[src/rtl/store_outstanding_tracker.sv]
// Tracks stores in flight to the AXI data port until their write responses return.
// Bounds outstanding stores, serialises uncached stores and reports erroring responses.
module store_outstanding_tracker #(
  parameter int unsigned          MaxOutstandingStores = 7,
  parameter int unsigned          AddrWidth            = 64,
  parameter logic [AddrWidth-1:0] CachedBase           = AddrWidth'(64'h8000_0000),
  parameter logic [AddrWidth-1:0] CachedLength         = AddrWidth'(64'h4000_0000),
  parameter int unsigned          CntWidth             = $clog2(MaxOutstandingStores + 1)
) (
  input  logic                 clk_i,
  input  logic                 rst_ni,
  input  logic                 st_valid_i,
  input  logic [AddrWidth-1:0] st_addr_i,
  output logic                 st_ready_o,
  output logic                 axi_st_valid_o,
  input  logic                 axi_st_ready_i,
  input  logic                 b_valid_i,
  input  logic [1:0]           b_resp_i,
  output logic                 b_ready_o,
  output logic [CntWidth-1:0]  outstanding_cnt_o,
  output logic                 no_st_pending_o,
  output logic                 err_valid_o,
  output logic [AddrWidth-1:0] err_addr_o,
  output logic                 spurious_o
);

  localparam int unsigned PtrWidth = (MaxOutstandingStores > 1) ? $clog2(MaxOutstandingStores) : 1;
  localparam logic [PtrWidth-1:0] LastPtr = PtrWidth'(MaxOutstandingStores - 1);
  localparam logic [CntWidth-1:0] FullCnt = CntWidth'(MaxOutstandingStores);
  // One extra bit so base + length cannot wrap around the address space.
  localparam logic [AddrWidth:0] RegionLo = {1'b0, CachedBase};
  localparam logic [AddrWidth:0] RegionHi = {1'b0, CachedBase} + {1'b0, CachedLength};

  logic [AddrWidth-1:0]            addr_q [MaxOutstandingStores];
  logic [MaxOutstandingStores-1:0] uc_q;
  logic [PtrWidth-1:0]             wr_ptr_q, rd_ptr_q;
  logic [CntWidth-1:0]             cnt_q, cnt_d;
  logic                            uc_pending_q;
  logic                            empty_q;
  logic                            err_valid_q;
  logic [AddrWidth-1:0]            err_addr_q;
  logic                            spurious_q;

  logic st_uc;
  logic full;
  logic empty;
  logic allow;
  logic push;
  logic pop;
  logic spurious_hit;
  logic err_hit;

  function automatic logic [PtrWidth-1:0] ptr_inc(input logic [PtrWidth-1:0] p);
    return (p == LastPtr) ? '0 : p + 1'b1;
  endfunction

  assign st_uc = ({1'b0, st_addr_i} < RegionLo) || ({1'b0, st_addr_i} >= RegionHi);
  assign full  = (cnt_q == FullCnt);
  assign empty = (cnt_q == '0);

  // Gate uses registered state only; a response this cycle never frees a slot this cycle.
  assign allow = !full && !uc_pending_q && (!st_uc || empty);

  assign axi_st_valid_o = st_valid_i && allow;
  assign st_ready_o     = axi_st_ready_i && allow;
  assign b_ready_o      = 1'b1;

  assign push         = st_valid_i && st_ready_o;
  assign pop          = b_valid_i && !empty;
  assign spurious_hit = b_valid_i && empty;
  assign err_hit      = pop && b_resp_i[1];

  always_comb begin
    cnt_d = cnt_q;
    case ({push, pop})
      2'b10:   cnt_d = cnt_q + 1'b1;
      2'b01:   cnt_d = cnt_q - 1'b1;
      default: cnt_d = cnt_q;
    endcase
  end

  // Entry payload carries no reset; occupancy and pointers define validity.
  always_ff @(posedge clk_i) begin
    if (push) begin
      addr_q[wr_ptr_q] <= st_addr_i;
      uc_q[wr_ptr_q]   <= st_uc;
    end
  end

  always_ff @(posedge clk_i or negedge rst_ni) begin
    if (!rst_ni) begin
      wr_ptr_q <= '0;
      rd_ptr_q <= '0;
      cnt_q    <= '0;
      empty_q  <= 1'b1;
    end else begin
      if (push) wr_ptr_q <= ptr_inc(wr_ptr_q);
      if (pop)  rd_ptr_q <= ptr_inc(rd_ptr_q);
      cnt_q   <= cnt_d;
      empty_q <= (cnt_d == '0);
    end
  end

  // A uc store only enters an empty tracker, so while pending it is always the head.
  always_ff @(posedge clk_i or negedge rst_ni) begin
    if (!rst_ni) begin
      uc_pending_q <= 1'b0;
    end else begin
      uc_pending_q <= (uc_pending_q && !(pop && uc_q[rd_ptr_q])) || (push && st_uc);
    end
  end

  always_ff @(posedge clk_i or negedge rst_ni) begin
    if (!rst_ni) begin
      err_valid_q <= 1'b0;
      err_addr_q  <= '0;
      spurious_q  <= 1'b0;
    end else begin
      err_valid_q <= err_hit;
      if (err_hit) err_addr_q <= addr_q[rd_ptr_q];
      spurious_q  <= spurious_q || spurious_hit;
    end
  end

  assign outstanding_cnt_o = cnt_q;
  assign no_st_pending_o   = empty_q;
  assign err_valid_o       = err_valid_q;
  assign err_addr_o        = err_addr_q;
  assign spurious_o        = spurious_q;

endmodule
[config.mk]
export PLATFORM = sky130hd
export DESIGN_NAME = store_outstanding_tracker
export DESIGN_NICKNAME = d
export VERILOG_FILES = /design/src/rtl/store_outstanding_tracker.sv
export SDC_FILE = /design/constraint.sdc
export NUM_CORES = 1
export LEC_CHECK = 0
export BUFFER_PORTS_ARGS = -buffer_cell sky130_fd_sc_hd__buf_2
export CAP_MARGIN = 20
export CORE_MARGIN = 2
export CORE_UTILIZATION = 58
export DETAILED_ROUTE_END_ITERATION = 12
export PLACE_DENSITY = 0.74
export SETUP_SLACK_MARGIN = 0.05
export SLEW_MARGIN = 20
export SYNTH_ARGS = -nofsm -noshare
export SYNTH_HDL_FRONTEND = slang
export SYNTH_SLANG_ARGS = --single-unit
[constraint.sdc]
create_clock -name clk_i -period 14.99 [get_ports clk_i]
set_input_delay 0 -clock clk_i [delete_from_list [all_inputs] [get_ports clk_i]]
set_output_delay 0 -clock clk_i [all_outputs]
set_load 0.05 [all_outputs]
* Word-level counts from Yosys, hierarchy flattened *
Memories as Yosys holds them, arrays and structs flattened. A register that Yosys moved wholly into a read port is not among the register bits.
Cells that the tools add are included.
W data, S select, Z words.

storage, ports and cells
  bits in registers = 20
  RAM bits = 448
  memories kept = 1

memory list
  name    depth  bits a word  rd ports  clocked after Yosys merged registers in  wr ports  line  RTL
  addr_q  7      64           1         1                                        1         34    logic [AddrWidth-1:0] addr_q [MaxOutstandingStores];

operators by class
  $add $sub $neg = 4
  $lt $le $gt $ge = 5
  equality and inequality tests = 5
  muxes and demuxes = 10
  reductions and logical operators = 24

operators with widths
  kind                    number
  $ge A64 B32 Y1 const B  1
  $lt A64 B32 Y1 const B  1
  $logic_and A1 B1 Y1     12
  $add A3 B1 Y3 const B   3
  $eq A3 B3 Y1 const B    3
  $lt A3 B4 Y1 const B    2
  $bwmux W7               1
  $logic_not A1 Y1        6
  $logic_not A3 Y1        2
  $mux W3                 2
  $pmux W3 S2             1
  $logic_or A1 B1 Y1      4
  $mux W1                 4
  $bmux W1 S3             1
  $demux W1 S3            1
  $ge A3 B1 Y1 const B    1
  $sub A3 B1 Y3 const B   1
  $eq A2 B1 Y1 const B    1
  $eq A2 B2 Y1 const B    1

* Logic depth before layout (Yosys ltp) *
Gate-level depths: netlist of the first run.

  depth in word-level cells = 10
  gate-level depth with buffers = 11
  gate-level depth less buffers = 11

* Worst setup path after synthesis of the first run *
OpenSTA, ideal clock, no wires.

  path type = register to register
  from = register cnt_q[0], in the netlist outstanding_cnt_o[0]
  to = memory addr_q[4][0], enable pin
  library setup time = 0.672 ns
  data arrival time = 7.919 ns
  required time = 14.318 ns
  path slack = 6.399 ns
  stages on the path, launching flop included = 5
  path buffers = 0
  cells stage by stage = dfrtp_1 nor3_2 nand2_1 a21boi_2 nor4b_1

between the ends
  word-level cells in the longest chain between the ends = 8

RTL lines
  item                             line  RTL
  start: declaration               37    logic [CntWidth-1:0] cnt_q, cnt_d;
  start signal: assignment         99    cnt_q <= cnt_d;
  $eq A3 B3 Y1                     58    assign full = (cnt_q == FullCnt);
  $logic_not A1 Y1                 62    assign allow = !full && !uc_pending_q && (!st_uc || empty);
  $logic_and A1 B1 Y1              62
  $logic_and A1 B1 Y1 *            62
  $logic_and A1 B1 Y1 *            65    assign st_ready_o = axi_st_ready_i && allow;
  $logic_and A1 B1 Y1 *            68    assign push = st_valid_i && st_ready_o;
  $mux W1 *                        84    if (push) begin
  $mux W1 (implied by the code) *  85    addr_q[wr_ptr_q] <= st_addr_i;
  end: declaration                 34

Mark *: on every way between the ends. The rest lies on a longest branch, timed or not.

* Final worst setup path of the first run *
  from = register uc_pending_q
  to = memory addr_q[0][34], enable pin

between the ends
  word-level cells in the longest chain between the ends = 7

RTL lines
  item                              line  RTL
  start: declaration                38    logic uc_pending_q;
  start signal: assignment          109   uc_pending_q <= (uc_pending_q && !(pop && uc_q[rd_ptr_q])) || (push && st_uc);
  $logic_not A1 Y1                  62
  $logic_and A1 B1 Y1 (2 in a row)  62
  $logic_and A1 B1 Y1               65
  $logic_and A1 B1 Y1               68
  $mux W1                           84
  $mux W1 (implied by the code)     85

No other way between the ends.

==> impl_metrics.ini, run 1 <==
[status]
status = complete, no violations

[timing]
setup_slack_ps = 11310
clock.fmax_ghz = 0.272
period_needed_ps = 3680
tightest_slew_ps = 1060
fin_tns_setup_ps = 0
hold_slack_ps = 140
hold_viol = 0
relSlewSlack_pct = 29.3
fin_worst_skew_ps = 26.1
period_share_pct = 24.6
setup_viol = 0
slew_violations = 0
rsz0062_at_grt = no

[global_route]
grt_pass1_wl_mm = 62.2
grt_max_degree = 86
antenna_found_initial = 2
grt.overflow.total = 0
grtUsageTotal_pct = 22.7
grt_pass1_vias = 11100

[floorplanning]
dieArea_um2 = 36900
core.rowCount = 68
design.core.area_um2 = 34700
die_w_um = 192
initial_core_util_pct = 59.1
die_h_um = 192
num_io_pins = 144

[power_and_ir_drop]
power.density_nw_per_um2 = 183
cell_internal_pwr_mw = 2.91
seqPwrFrac_pct = 42.9
p_sw_share_pct = 33.6
pwr-share-comb_pct = 28.6
clockPowerShare_pct = 28.5
vdd_drop_max_v = 0.000148
leakagePower_nw = 8.65
switchingPower_mw = 1.47

[synth]
avgSynthCellArea_um2 = 17.9
synth.cell_area_um2 = 20500
syn-num-nets = 1220
synthCells = 1147
seq_area_frac_synth_pct = 76.0
yosysWarnings = 0
async_reset_ff_share_pct = 14.5
ys.flop_type = edfxtp_1
synth-seq-cells = 532
ys_types = 59
synth-edff-count = 455

[placed_design]
placed_area_um2 = 21500
portBuffers = 141
hpwl_mm = 21.4
pre_cts_ws_ps = 11500
gp_congestion = 0.746

[clock_tree]
numClockSinks = 532
ctsLongestPathBuffers = 3
clkTransAtPathRegs_ps = 60
numCtsBuffers = 51
cts_setup_buffers = 0
cts_root_buffer = clkbuf_16
htreeDepth = 2
insertion_delay_ps = 590
cts_tree = built

[setup_path]
slowest_stage = buf_4
worstSetupPathType = reg2reg
crit_required_ps = 15180
worstPathCellList = and3b_1 -> dlygate4sd3_1 -> nand2_1 -> a21boi_2 -> nor4_2 -> buf_4
regToRegStartpoint = uc_pending_q$_DFF_PN0_
end_kind = flip-flop
r2r_cells = 6
start_kind = flip-flop
regToRegSetupSlack_ps = 11310
arrival_ps = 3870
cpPeakStageDelay_ps = 910
crit_fanout = 59
r2r_end = addr_q[0][34]$_DFFE_PP_

[drt]
ant_nets = 0
wl_mm = 40.5
drcViolationCount = 0
wl_met2_mm = 21.1
firstDrtPassIters = 5
routed-wl-met3_mm = 2.16
wl_met1_mm = 16.4
vias = 10700
drtIter0Drc = 846
wl_per_cell_um = 21.8
via_per_inst = 5.74
top_layer_used = met5

[worst_hold_path]
min_from = b_resp_i[1]
hold_end = err_addr_o[34]$_DFFE_PN0P_
worstHoldPathType = in2reg
worstHoldPathCells = 4

[finish]
drive_gt1_share_pct = 23.2
seqCellArea_um2 = 15600
layout-area-overhead-vs-synth_pct = 16.5
multiInputGateArea_um2 = 4470
final_cell_area_um2 = 23900
nets = 1437
nFillCells = 2265
finish.utilization_pct = 68.8

[flow_run]
maxCapViolCount = 0
synth_stat cells, types with 8 or more instances:
cell,count,area share (%)
nand2_1,132,2.4
buf_4,9,0.33
mux4_2,54,5.9
edfxtp_1,455,67
o21ai_1,112,2.7
clkbuf_1,16,0.29
mux2i_1,119,5.8
o21ai_0,17,0.41
a22oi_1,10,0.37
buf_6,15,0.82
dfrtp_1,76,9.3
nor4_1,8,0.24
nor2_1,15,0.27
buf_2,17,0.41
cells by family (layout without fill, tap and decap cells):
group	after synthesis	after routing	synth area share [%]
flops	532	532	76.0
xor+xnor	3	3	0.128
mux	186	186	12.6
compound gates	171	171	4.96
fa+ha+maj	2	2	0.159
other cells	1	2	0.0183
buf+inv	73	333	2.34
simple gates	179	179	3.80
flip-flops by register name, indices dropped and copies added (netlist names):
name and count:
wr_ptr_q 3, rd_ptr_q 3, no_st_pending_o 1, outstanding_cnt_o 3, uc_q 7, uc_pending_q 1, err_valid_o 1, spurious_o 1
addr_q 448, err_addr_o 64
critical path, delay by kind of cell (launching register included):
family                 cells  cell delay, ps
AO/OA/AOI/OAI              1             220
AND/OR/NAND/NOR            3            1140
flip-flops                 1             400
buffers and inverters      2            1490
through the flow:
step | power (mW) | std cells
3_5_place_dp | 3.16 | 1696
4_1_cts | 4.42 | 1862
5_1_grt | 4.58 | 1863
6_report | 4.38 | 1863
2_1_floorplan | 2.90 | 1147
3_3_place_gp | 3.13 | 1696
cell usage in the layout (no fill, tap or decap), types with 4 or more instances in the layout:
| cell type | synthesis | final |
|---|---|---|
| mux2_2 | 6 | 6 |
| a221oi_2 | 6 | 6 |
| inv_1 | 6 | 6 |
| buf_4 | 9 | 21 |
| mux2_4 | 6 | 6 |
| mux2i_1 | 119 | 119 |
| nor4_1 | 8 | 7 |
| a221oi_1 | 5 | 5 |
| edfxtp_1 | 455 | 455 |
| buf_2 | 17 | 140 |
| o21ai_0 | 17 | 17 |
| clkinv_1 | 0 | 7 |
| a31oi_1 | 4 | 4 |
| clkinv_2 | 0 | 6 |
| a22oi_1 | 10 | 10 |
| dlygate4sd3_1 | 0 | 69 |
| nor3_2 | 2 | 5 |
| clkbuf_16 | 0 | 51 |
| nor2_1 | 15 | 15 |
| a21oi_1 | 4 | 4 |
| mux4_2 | 54 | 54 |
| clkbuf_1 | 16 | 17 |
| clkbuf_8 | 0 | 7 |
| o21ai_1 | 112 | 112 |
| nand2_1 | 132 | 132 |
| dfrtp_1 | 76 | 73 |
power by group through the flow:
stage                     Combinational (mW)  Sequential (mW)  Clock [mW]
after floorplan                        0.782             2.12           0
after global placement                  1.23             1.90           0
after detailed placement                1.25             1.91           0
after CTS                               1.27             1.88        1.27
after global routing                    1.35             1.90        1.33
final                                   1.25             1.88        1.25
metal layers:
metal | global-route usage [%] | up-vias
li1 | - | 4882
met2 | 39.7 | 281
met3 | 4.37 | 72
met1 | 29.0 | 5464
met5 | 0 | -
met4 | 6.84 | 2
timing repair:
action	CTS	global route
hold buffers	70	0
endpoints found under the hold margin	483	0
setup endpoints to repair	0	0
gates resized for setup	0	0
area by class of cell:
type                    count  share of cell area [%]
well taps                 455                    2.38
diodes                      1                  0.0105
clock inverters            21                   0.896
repair buffers            231                    6.57
inverters                   6                  0.0943
clock buffers              75                    6.01
flip-flops and latches    532                    65.3
multi-input cells         542                    18.7
how the worst max path moves through the flow:
| stage | startpoint | endpoint | slack [ps] | cells after the start |
|---|---|---|---|---|
| 2_1_floorplan | outstanding_cnt_o[0]$_DFF_PN0_ | addr_q[4][0]$_DFFE_PP_ | 6400 | 4 |
| 3_3_place_gp | st_addr_i[35] | addr_q[0][29]$_DFFE_PP_ | 11510 | 7 |
| 3_5_place_dp | st_addr_i[35] | addr_q[0][20]$_DFFE_PP_ | 11500 | 7 |
| 4_1_cts | uc_pending_q$_DFF_PN0_ | addr_q[0][33]$_DFFE_PP_ | 11300 | 6 |
| 5_1_grt | uc_pending_q$_DFF_PN0_ | addr_q[0][29]$_DFFE_PP_ | 11160 | 6 |
| 6_report | uc_pending_q$_DFF_PN0_ | addr_q[0][34]$_DFFE_PP_ | 11310 | 6 |
Note: power is estimated with default switching activity, not from simulation.
==> run 2, diff against run 1 <==
==> constraint.sdc (replaced) <==
create_clock -name clk_i -period 3.8 [get_ports clk_i]
set_input_delay 0 -clock clk_i [delete_from_list [all_inputs] [get_ports clk_i]]
set_output_delay 0 -clock clk_i [all_outputs]
set_load 0.05 [all_outputs]
==> run 2 against run 1 <==
  * Critical endpoint is now no_st_pending_o$_DFF_PN1_
  * Die area unchanged
  * Critical path depth increased by 5
  * Clock power increased to 4.0 times the previous value
  * Clock skew decreased by 1.8 ps
  * Sequential power increased to 3.9 times the previous value
  * Largest cell class unchanged
  * Utilization increased by 0.70 points
  * Via count increased by 0.42%
==> impl_metrics.ini, run 2 (synthesized netlist as in run 1, its figures left out) <==
[floorplanning]
core.rowCount = 68
die_h_um = 192
die_w_um = 192
initial_core_util_pct = 59.1
design.core.area_um2 = 34700
dieArea_um2 = 36900
num_io_pins = 144

[finish]
top_register = addr_q
nets = 1439
layout-area-overhead-vs-synth_pct = 17.7
stdcell_count = 1868
multiInputGateArea_um2 = 4530
largest_reg_flops = 448
layout_common_cells = 455 x edfxtp_1, 140 x buf_2, 132 x nand2_1, 119 x mux2i_1, 112 x o21ai_1
drive_gt1_share_pct = 23.9
layout.cells.most_common = edfxtp_1
seqCellArea_um2 = 15600
nFillCells = 2194

[global_route]
grt_max_degree = 102
grt_pass1_vias = 11000
antenna_found_initial = 5
grt.overflow.total = 0
grt_pass1_wl_mm = 62.4
grtUsageTotal_pct = 22.6

[setup_path]
worstSetupPathType = reg2reg
cpPeakStageDelay_ps = 570
slowest_stage = dlygate4sd3_1
cp_num_buf_inv = 2
cp_common_cell = xor2_1
arrival_ps = 3470
regToRegSetupSlack_ps = 810
crit_fanout = 5
start_kind = flip-flop
crit_required_ps = 4280
path_delay_family = adder cells
end_kind = flip-flop
worstPathCellList = and3b_1 -> dlygate4sd3_1 -> nand2_1 -> a21boi_2 -> ha_1 -> inv_1 -> fa_1 -> xor2_1 -> nor2_1 -> xor2_1 -> nor3_1

[drt]
vias = 10700
firstDrtPassIters = 5
ant_nets = 0
wl_per_cell_um = 21.8
drcViolationCount = 0
wl_mm = 40.6
drtIter0Drc = 796
via_per_inst = 5.75

[power_and_ir_drop]
seqPwrFrac_pct = 42.0
cell_internal_pwr_mw = 11.7
power_mw = 17.6
leakagePower_nw = 8.74
switchingPower_mw = 5.88
p_sw_share_pct = 33.5
vdd_drop_max_v = 0.000575
clockPowerShare_pct = 28.8
power.density_nw_per_um2 = 728
pwr-share-comb_pct = 29.2

[timing]
hold_viol = 0
relSlewSlack_pct = 30.4
slew_violations = 0
clock.fmax_ghz = 0.334
period_needed_ps = 2990
fin_worst_skew_ps = 24.4
tightest_slew_ps = 1040
rsz0062_at_grt = no
setup_viol = 0
period_share_pct = 78.7

[placed_design]
hpwl_mm = 21.9
gp_congestion = 0.709
dp_cells = 1700
portBuffers = 141

[clock_tree]
insertion_delay_ps = 580
numClockSinks = 532
numCtsBuffers = 51
cts_tree = built
ctsResizeCount = 0
ctsLongestPathBuffers = 3
htreeDepth = 2
cts_root_buffer = clkbuf_16
clkTransAtPathRegs_ps = 60
cts_setup_buffers = 0

[flow_run]
maxCapViolCount = 0

[worst_hold_path]
worstHoldPathType = in2async

[status]
status = complete, no violations
-- run 2: cell types whose count changed in the layout (fill, tap and decap cells not counted), sizes merged --
cell / before / now
dlygate4sd3: 69 / 68
clkinv: 15 / 6
clkbuf: 75 / 83
buf: 162 / 165
diode: 1 / 5
-- run 2: metrics by stage --
| stage | setup TNS [ps] | hold slack [ps] | util, % | instance area (µm²) | setup slack [ps] |
|---|---|---|---|---|---|
| after floorplan | -96480 | -296 | - | 20600 | -396 |
| after global placement | 0 | 141 | 62.6 | 21700 | 1010 |
| after detailed placement | 0 | 158 | 62.6 | 21700 | 939 |
| after CTS | 0 | 104 | 69.5 | 24100 | 791 |
| after global routing | 0 | 144 | 69.5 | 24100 | 583 |
| final | 0 | 78.7 | 69.5 | 24100 | 808 |
-- run 2: layout make-up --
cell class | count | share of cell area [%]
Sequential cell | 532 | 64.7
Multi-Input combinational cell | 542 | 18.8
Timing Repair Buffer | 233 | 6.97
Clock buffer | 83 | 6.46
Tap cell | 455 | 2.36
Clock inverter | 12 | 0.633
Inverter | 6 | 0.0933
Antenna cell | 5 | 0.0519
-- run 2: worst register-to-register path, stage by stage, from the launching register on --
cell	delay, ps
dfrtp_1	380
and3b_1	210
dlygate4sd3_1	570
nand2_1	110
a21boi_2	390
ha_1	280
inv_1	70
fa_1	370
xor2_1	150
nor2_1	130
xor2_1	200
nor3_1	70
-- run 2: worst paths after layout --
path / startpoint / endpoint / depth (start not counted)
setup / recovery: uc_pending_q$_DFF_PN0_ / no_st_pending_o$_DFF_PN1_ / 11
hold / removal: rst_ni / err_addr_o[51]$_DFFE_PN0P_ / 2
max in group asynchronous: rst_ni / no_st_pending_o$_DFF_PN1_ / 3
hold reg to reg: spurious_o$_DFF_PN0_ / spurious_o$_DFF_PN0_ / 1
min in group clk_i: b_resp_i[1] / err_addr_o[61]$_DFFE_PN0P_ / 4
setup reg to reg: uc_pending_q$_DFF_PN0_ / no_st_pending_o$_DFF_PN1_ / 11
-- run 2: power by group through the flow --
stage	clock [mW]	sequential (mW)	combinational [mW]
2_1_floorplan	0	8.34	3.11
5_1_grt	5.37	7.44	5.53
6_report	5.06	7.37	5.13
4_1_cts	5.15	7.38	5.19
3_5_place_dp	0	7.50	5.10
3_3_place_gp	0	7.48	5.01
-- run 2: repair_timing --
item                                    CTS  global route
endpoints found under the hold margin   504             0
hold buffers                             68             0
endpoints found under the setup margin    0             0
-- run 2: metal layers --
layer,part of all wire (%),vias to the layer above,wire (µm),track usage (%)
met4,2.5,0,1020,7.37
met1,42,5489,17000,30.1
met3,4.7,74,1910,3.60
li1,-,4893,-,-
met2,51,290,20700,38.7
met5,0,-,0,0
